<file path="src/rtl/fir_decim_requant.sv">
// Decimates the FIR accumulator stream, rounds/rescales to 16-bit signed with saturation,
// and buffers results in a small FIFO toward the sample sink.
module fir_decim_requant #(
  parameter int DECIM = 4,
  parameter int SHIFT = 14,
  parameter int DEPTH = 8
) (
  input  logic                     clk,
  input  logic                     rst,
  input  logic                     in_valid,
  input  logic [31:0]              in_data,
  output logic                     out_valid,
  input  logic                     out_ready,
  output logic [15:0]              out_data,
  output logic [$clog2(DEPTH):0]   fifo_level,
  output logic                     sat_pulse,
  output logic                     overflow
);

  localparam int CNT_W = (DECIM > 1) ? $clog2(DECIM) : 1;
  localparam int PTR_W = $clog2(DEPTH);
  localparam logic [CNT_W-1:0]     CNT_LAST  = CNT_W'(DECIM - 1);
  localparam logic [CNT_W-1:0]     CNT_ONE   = CNT_W'(1);
  localparam logic [PTR_W-1:0]     PTR_ONE   = PTR_W'(1);
  localparam logic [PTR_W:0]       LVL_ONE   = (PTR_W + 1)'(1);
  localparam logic [PTR_W:0]       LVL_FULL  = (PTR_W + 1)'(DEPTH);
  localparam logic signed [33:0]   ROUND     = 34'sd1 <<< (SHIFT - 1);
  localparam logic signed [33:0]   SAT_MAX   = 34'sd32767;
  localparam logic signed [33:0]   SAT_MIN   = -34'sd32768;

  logic [CNT_W-1:0]        cnt_reg;
  logic                    keep;
  logic                    in_valid_reg;
  logic [31:0]             in_data_reg;
  logic signed [33:0]      ext;
  logic signed [33:0]      rnd;
  logic                    s1_valid_reg;
  logic signed [33:0]      s1_r_reg;
  logic                    sat_hi;
  logic                    sat_lo;
  logic [15:0]             sat_val;
  logic [15:0]             mem [DEPTH];
  logic [PTR_W-1:0]        wr_ptr_reg;
  logic [PTR_W-1:0]        rd_ptr_reg;
  logic [PTR_W:0]          level_reg;
  logic                    full;
  logic                    do_pop;
  logic                    do_push;
  logic                    sat_pulse_reg;
  logic                    overflow_reg;

  assign keep = in_valid && (cnt_reg == '0);

  always_ff @(posedge clk) begin
    if (rst) begin
      cnt_reg <= '0;
    end else if (in_valid) begin
      cnt_reg <= (cnt_reg == CNT_LAST) ? '0 : cnt_reg + CNT_ONE;
    end
  end

  // Input capture stage: only kept samples are flagged valid.
  always_ff @(posedge clk) begin
    if (rst) begin
      in_valid_reg <= 1'b0;
      in_data_reg  <= '0;
    end else begin
      in_valid_reg <= keep;
      if (keep) in_data_reg <= in_data;
    end
  end

  // 34 bits hold the full-scale input plus the rounding offset without wrap.
  assign ext = 34'(signed'(in_data_reg));
  assign rnd = (ext + ROUND) >>> SHIFT;

  always_ff @(posedge clk) begin
    if (rst) begin
      s1_valid_reg <= 1'b0;
      s1_r_reg     <= '0;
    end else begin
      s1_valid_reg <= in_valid_reg;
      if (in_valid_reg) s1_r_reg <= rnd;
    end
  end

  assign sat_hi  = s1_r_reg > SAT_MAX;
  assign sat_lo  = s1_r_reg < SAT_MIN;
  assign sat_val = sat_hi ? 16'h7FFF : (sat_lo ? 16'h8000 : s1_r_reg[15:0]);

  assign full    = (level_reg == LVL_FULL);
  assign do_pop  = out_valid && out_ready;
  assign do_push = s1_valid_reg && (!full || do_pop);

  always_ff @(posedge clk) begin
    if (do_push) mem[wr_ptr_reg] <= sat_val;
  end

  always_ff @(posedge clk) begin
    if (rst) begin
      wr_ptr_reg    <= '0;
      rd_ptr_reg    <= '0;
      level_reg     <= '0;
      sat_pulse_reg <= 1'b0;
      overflow_reg  <= 1'b0;
    end else begin
      if (do_push) wr_ptr_reg <= wr_ptr_reg + PTR_ONE;
      if (do_pop)  rd_ptr_reg <= rd_ptr_reg + PTR_ONE;
      case ({do_push, do_pop})
        2'b10:   level_reg <= level_reg + LVL_ONE;
        2'b01:   level_reg <= level_reg - LVL_ONE;
        default: level_reg <= level_reg;
      endcase
      sat_pulse_reg <= s1_valid_reg && (sat_hi || sat_lo);
      if (s1_valid_reg && full && !do_pop) overflow_reg <= 1'b1;
    end
  end

  // Head is gated so stale memory never shows while the FIFO is empty.
  assign out_valid  = (level_reg != '0);
  assign out_data   = out_valid ? mem[rd_ptr_reg] : 16'h0000;
  assign fifo_level = level_reg;
  assign sat_pulse  = sat_pulse_reg;
  assign overflow   = overflow_reg;

endmodule

</file>
<file path="config.mk">
export PLATFORM = sky130hd
export DESIGN_NAME = fir_decim_requant
export DESIGN_NICKNAME = d
export VERILOG_FILES = /design/src/rtl/fir_decim_requant.sv
export SDC_FILE = /design/constraint.sdc
export NUM_CORES = 1
export LEC_CHECK = 0
export ABC_AREA = 0
export CORE_UTILIZATION = 35
export DETAILED_ROUTE_END_ITERATION = 8
export SYNTH_ARGS = -nofsm -noshare
export SYNTH_HDL_FRONTEND = slang
export SYNTH_SLANG_ARGS = --single-unit
</file>
<file path="constraint.sdc">
create_clock -name clk -period 3.1 [get_ports clk]
set_input_delay 0.775 -clock clk [delete_from_list [all_inputs] [get_ports clk]]
set_output_delay 0.775 -clock clk [all_outputs]
set_load 0.02 [all_outputs]
</file>
-- Word-level counts from Yosys, hierarchy flattened
Memory sizes are Yosys's and may differ from the RTL's. A register that Yosys moved wholly into a read port is not among the register bits.
Index checks and enable logic that the tools add are counted.
Widths: inputs -> output; s select.
- bits in registers: 67
- bits in writable memories: 128
- bits of input ports: 36
- output and inout port bits: 23
- logic and storage cells: 45
- memories: 1
- $add $sub $neg: 6
- magnitude comparators: 2
- equality and inequality tests: 4
- mux-type cells: 9
- reduce and logical (&&, ||, !) cells: 13
- memory list (memory ; words ; width ; read ports ; clocked after memory_dff ; wr ports ; line ; source):
    mem ; 8 ; 16 ; 1 ; 1 ; 1 ; 42 ; logic [15:0] mem [DEPTH];
- operators with widths (operator ; number):
    $mux 16 ; 3
    $add 32x15->33 const B ; 1
    $gt 19x16->1 const B ; 1
    $lt 19x16->1 const B ; 1
    $pmux 4 s2 ; 1
    $add 3x1->3 const B ; 2
    $logic_and 1x1->1 ; 6
    $mux 3 ; 2
    $add 4x1->4 const B ; 1
    $eq 2x2->1 const B ; 2
    $eq 4x4->1 const B ; 1
    $reduce_bool 4->1 ; 1
    $sub 4x1->4 const B ; 1
    $add 2x1->2 const B ; 1
    $eq 2x1->1 const B ; 1
    $logic_not 1->1 ; 2
    $logic_not 2->1 ; 1
    $logic_or 1x1->1 ; 2
    $mux 1 ; 2
    $mux 2 ; 1
    $reduce_bool 2->1 ; 1

-- Depth between registers and ports, before layout
- depth in word-level cells: 6
- gate-level depth with buffers: 10
- mapped depth without buffers: 9

-- Worst setup path before layout
OpenSTA, ideal clock, no wires.
- path kind: input -> register
- start point: input port out_ready
- end point: memory mem[0][0], enable pin
- setup time: 0.409 ns
- arrival time: 2.779 ns
- data required time: 2.691 ns
- slack: -0.088 ns
- stages on the path: 5
- buffers on the path: 1
- path through: clkbuf_1 nand2b_1 o21ai_0 or2_2 nor3_1
- word-level cells in the longest chain between the ends: 5
- ends and longest elaborated chain (item ; line ; source):
    start: declaration ; 13 ; input logic out_ready,
    $logic_and 1x1->1 ; 92 ; assign do_pop = out_valid && out_ready;
    $logic_or 1x1->1 ; 93 ; assign do_push = s1_valid_reg && (!full || do_pop);
    $logic_and 1x1->1 ; 93 ;
    $mux 1 ; 96 ; if (do_push) mem[wr_ptr_reg] <= sat_val;
    $mux 1 (implied by the code) ; 96 ;
    end: declaration ; 42 ;
No other way between the ends.

-- Worst setup path in the final report
- start point: register level_reg[0], in the netlist fifo_level[0]
- end point: output port out_valid
- word-level cells in the longest chain between the ends: 1
- ends and longest elaborated chain (item ; line ; source):
    start: declaration ; 45 ; logic [PTR_W:0] level_reg;
    start signal: assignment ; 110 ; 2'b10: level_reg <= level_reg + LVL_ONE;
    start signal: assignment ; 111 ; 2'b01: level_reg <= level_reg - LVL_ONE;
    start signal: assignment ; 112 ; default: level_reg <= level_reg;
    $reduce_bool 4->1 ; 120 ; assign out_valid = (level_reg != '0);
    end: declaration ; 12 ; output logic out_valid,
No other way between the ends.

==> qor.yml <==
cts-root-buf: "clkbuf_16"
finalHoldViolations: 0
arrival_ps: 2190
gp_congestion: 0.760
drt-vias-per-instance: 5.03
fin_crit_ps: 2960
ant_nets: 0
layout_worst_path_cycle_share_pct: 95.6
hold_depth: 2
critPathKind: "register to output port"
grt_pass1_wl_mm: 23.5
finalSetupTns_ps: 0
clk_latency_ps: 430
status: "completed"
largest_register_ffs: 128
power_density_nw_per_um2: 711
fin_nets: 629
dieWidth_um: 149
synthesis.area_um2: 7540
cts_buffers: 17
antenna_cells: 0
synth_edf_count: 128
num_rows: 53
fp.dieH_um: 149
setup_violations: 0
rsz0062_at_grt: "no"
num_vias: 4401
ys_types: 41
initial_utilization_pct: 35.8
cts_hold_buf: 0
remaining_drc_errors: 0
postCtsSetupBuffers: 0
hp-class: "register to register"
dpl_cell_area_um2: 8420
area_growth_pct: 19.3
cts_tree: "built"
cap_violations: 0
reg2regPathDepth: 9
cts.sinks: 185
num_io_pins: 59
slowest_delay_ps: 570
final_cell_mix: "edfxtp_1, nor2_1, dfxtp_1"
drt_wl_total_mm: 14.4
grt_pass1_vias: 4396
synth_seq_cells: 185
gr-total-overflow: 0
peakVddDrop_mv: 0.500
syn_nets: 580
syn-instance-count: 538
ctsLongestPathBuffers: 2
cts.clk_slew.worst_paths_ps: 70
slew_violations: 0
syn_avg_cell_area_um2: 14.0
setup.worst_path.start_class: "register"
core-area_um2: 21100
htreeDepth: 4
grt_usage_pct: 14.3
crit_required_ps: 2320
drt_first_pass_iters: 4
max-slew-margin-rel_pct: 27.3
crit_path_top_delay_cell: "clkdlybuf4s50_1"
portBuffers: 45
wire_per_inst_um: 16.4
end_kind: "output port"
ys_warn_count: 0
first_iter_violations: 235
hpwl_mm: 9.30
finalClockSkew_ps: 8.31
cts_resized: 11
tightest_slew_ps: 1090
synthArstFlopShare_pct: 0
stdcell_area_um2: 9000
die_area_um2: 22100
nFillCells: 1933
drive_gt1_share_pct: 15.5
ys_seq_area_share_pct: 66.1
crit_fanout: 18
crit_chain: "nor4_4 -> buf_4 -> inv_1 -> clkdlybuf4s50_1"
antenna_found_initial: 0
synth_ff_type: "edfxtp_1"
grt_max_degree: 43
layout_commonest_cell: "edfxtp_1"
max_freq_ghz: 0.337
power.leakage_nw: 3.01
-- per-stage QoR --
| step | power, W | std cells | util (%) | setup WS, ps | hold WS [ps] |
|---|---|---|---|---|---|
| 5_1_grt | 0.00670 | 875 | 42.7 | 9.42 | 515 |
| 6_report | 0.00640 | 875 | 42.7 | 136 | 489 |
| 3_5_place_dp | 0.00446 | 843 | 39.9 | 242 | 478 |
| 4_1_cts | 0.00649 | 875 | 42.6 | 1.39 | 488 |
| 2_1_floorplan | 0.00388 | 538 | - | 224 | 450 |
| 3_3_place_gp | 0.00441 | 843 | 39.9 | 334 | 468 |
-- final timing paths --
| kind | slack [ps] | to | startpoint |
|---|---|---|---|
| hold / removal | 490 | s1_r_reg[13] | s1_r_reg[13] |
| setup reg to reg | 550 | fifo_level[2] | fifo_level[0] |
| hold reg to reg | 490 | s1_r_reg[13] | s1_r_reg[13] |
| setup / recovery | 140 | out_valid | fifo_level[0] |
-- cell type report --
cell class	count	area (um2)	share of cell area (%)
tap	275	344	3.82
inverter	9	33.8	0.375
multi-input combinational	311	2420	26.9
clock inverter	14	139	1.54
clock buffer	18	429	4.77
sequential	185	4990	55.4
timing repair buffer	63	649	7.21
-- power breakdown --
group          total [W]  internal [W]  switching (W)
sequential       0.00291       0.00280       0.000107
combinational    0.00142      0.000659       0.000762
clock            0.00208       0.00113       0.000948
total            0.00640       0.00458        0.00182
-- Yosys cell counts (6+ instances only) --
| library cell | instances | area share, % |
|---|---|---|
| a211oi_1 | 12 | 1.2 |
| a21oi_1 | 24 | 1.6 |
| clkbuf_1 | 23 | 1.1 |
| dfxtp_1 | 57 | 15 |
| edfxtp_1 | 128 | 51 |
| ha_1 | 6 | 1.0 |
| inv_1 | 9 | 0.45 |
| mux2i_1 | 21 | 2.8 |
| mux4_2 | 32 | 9.6 |
| nand2_1 | 51 | 2.5 |
| nand3_1 | 11 | 0.73 |
| nor2_1 | 56 | 2.8 |
| nor3_1 | 9 | 0.60 |
| o21a_1 | 15 | 1.5 |
| o21ai_0 | 7 | 0.46 |
| xnor2_1 | 10 | 1.2 |
| xor2_1 | 7 | 0.81 |
-- cell families (layout without fill, tap and decap cells) --
kind of cell               count (synthesis)  count (layout)  synth area share, %
and+or+nand+nor                          158             158                 9.55
DFF                                      185             185                 66.1
adders and majority gates                  6               6                0.995
xor gates and xnor gates                  17              17                 1.97
buffers and inverters                     42             104                 2.17
AOI/OAI and AO/OA                         75              75                 6.58
muxes                                     55              55                 12.6
-- metal layers --
metal  track usage [%]  wire, um  up-vias  part of all wire [%]
li1                  -         -     2119                     -
met1              18.3      6430     2174                    45
met2              23.5      7070       93                    49
met3              3.70       686       15                   4.8
met4              5.00       199        0                   1.4
met5                 0         0        -                     0
-- critical path, delay by kind of cell, from the launching register on --
| kind | cells | cell delay, ps |
|---|---|---|
| AND/OR/NAND/NOR | 1 | 290 |
| buffers and inverters | 3 | 1030 |
| flip-flops | 1 | 440 |
Note: power is estimated with default switching activity, not from simulation.
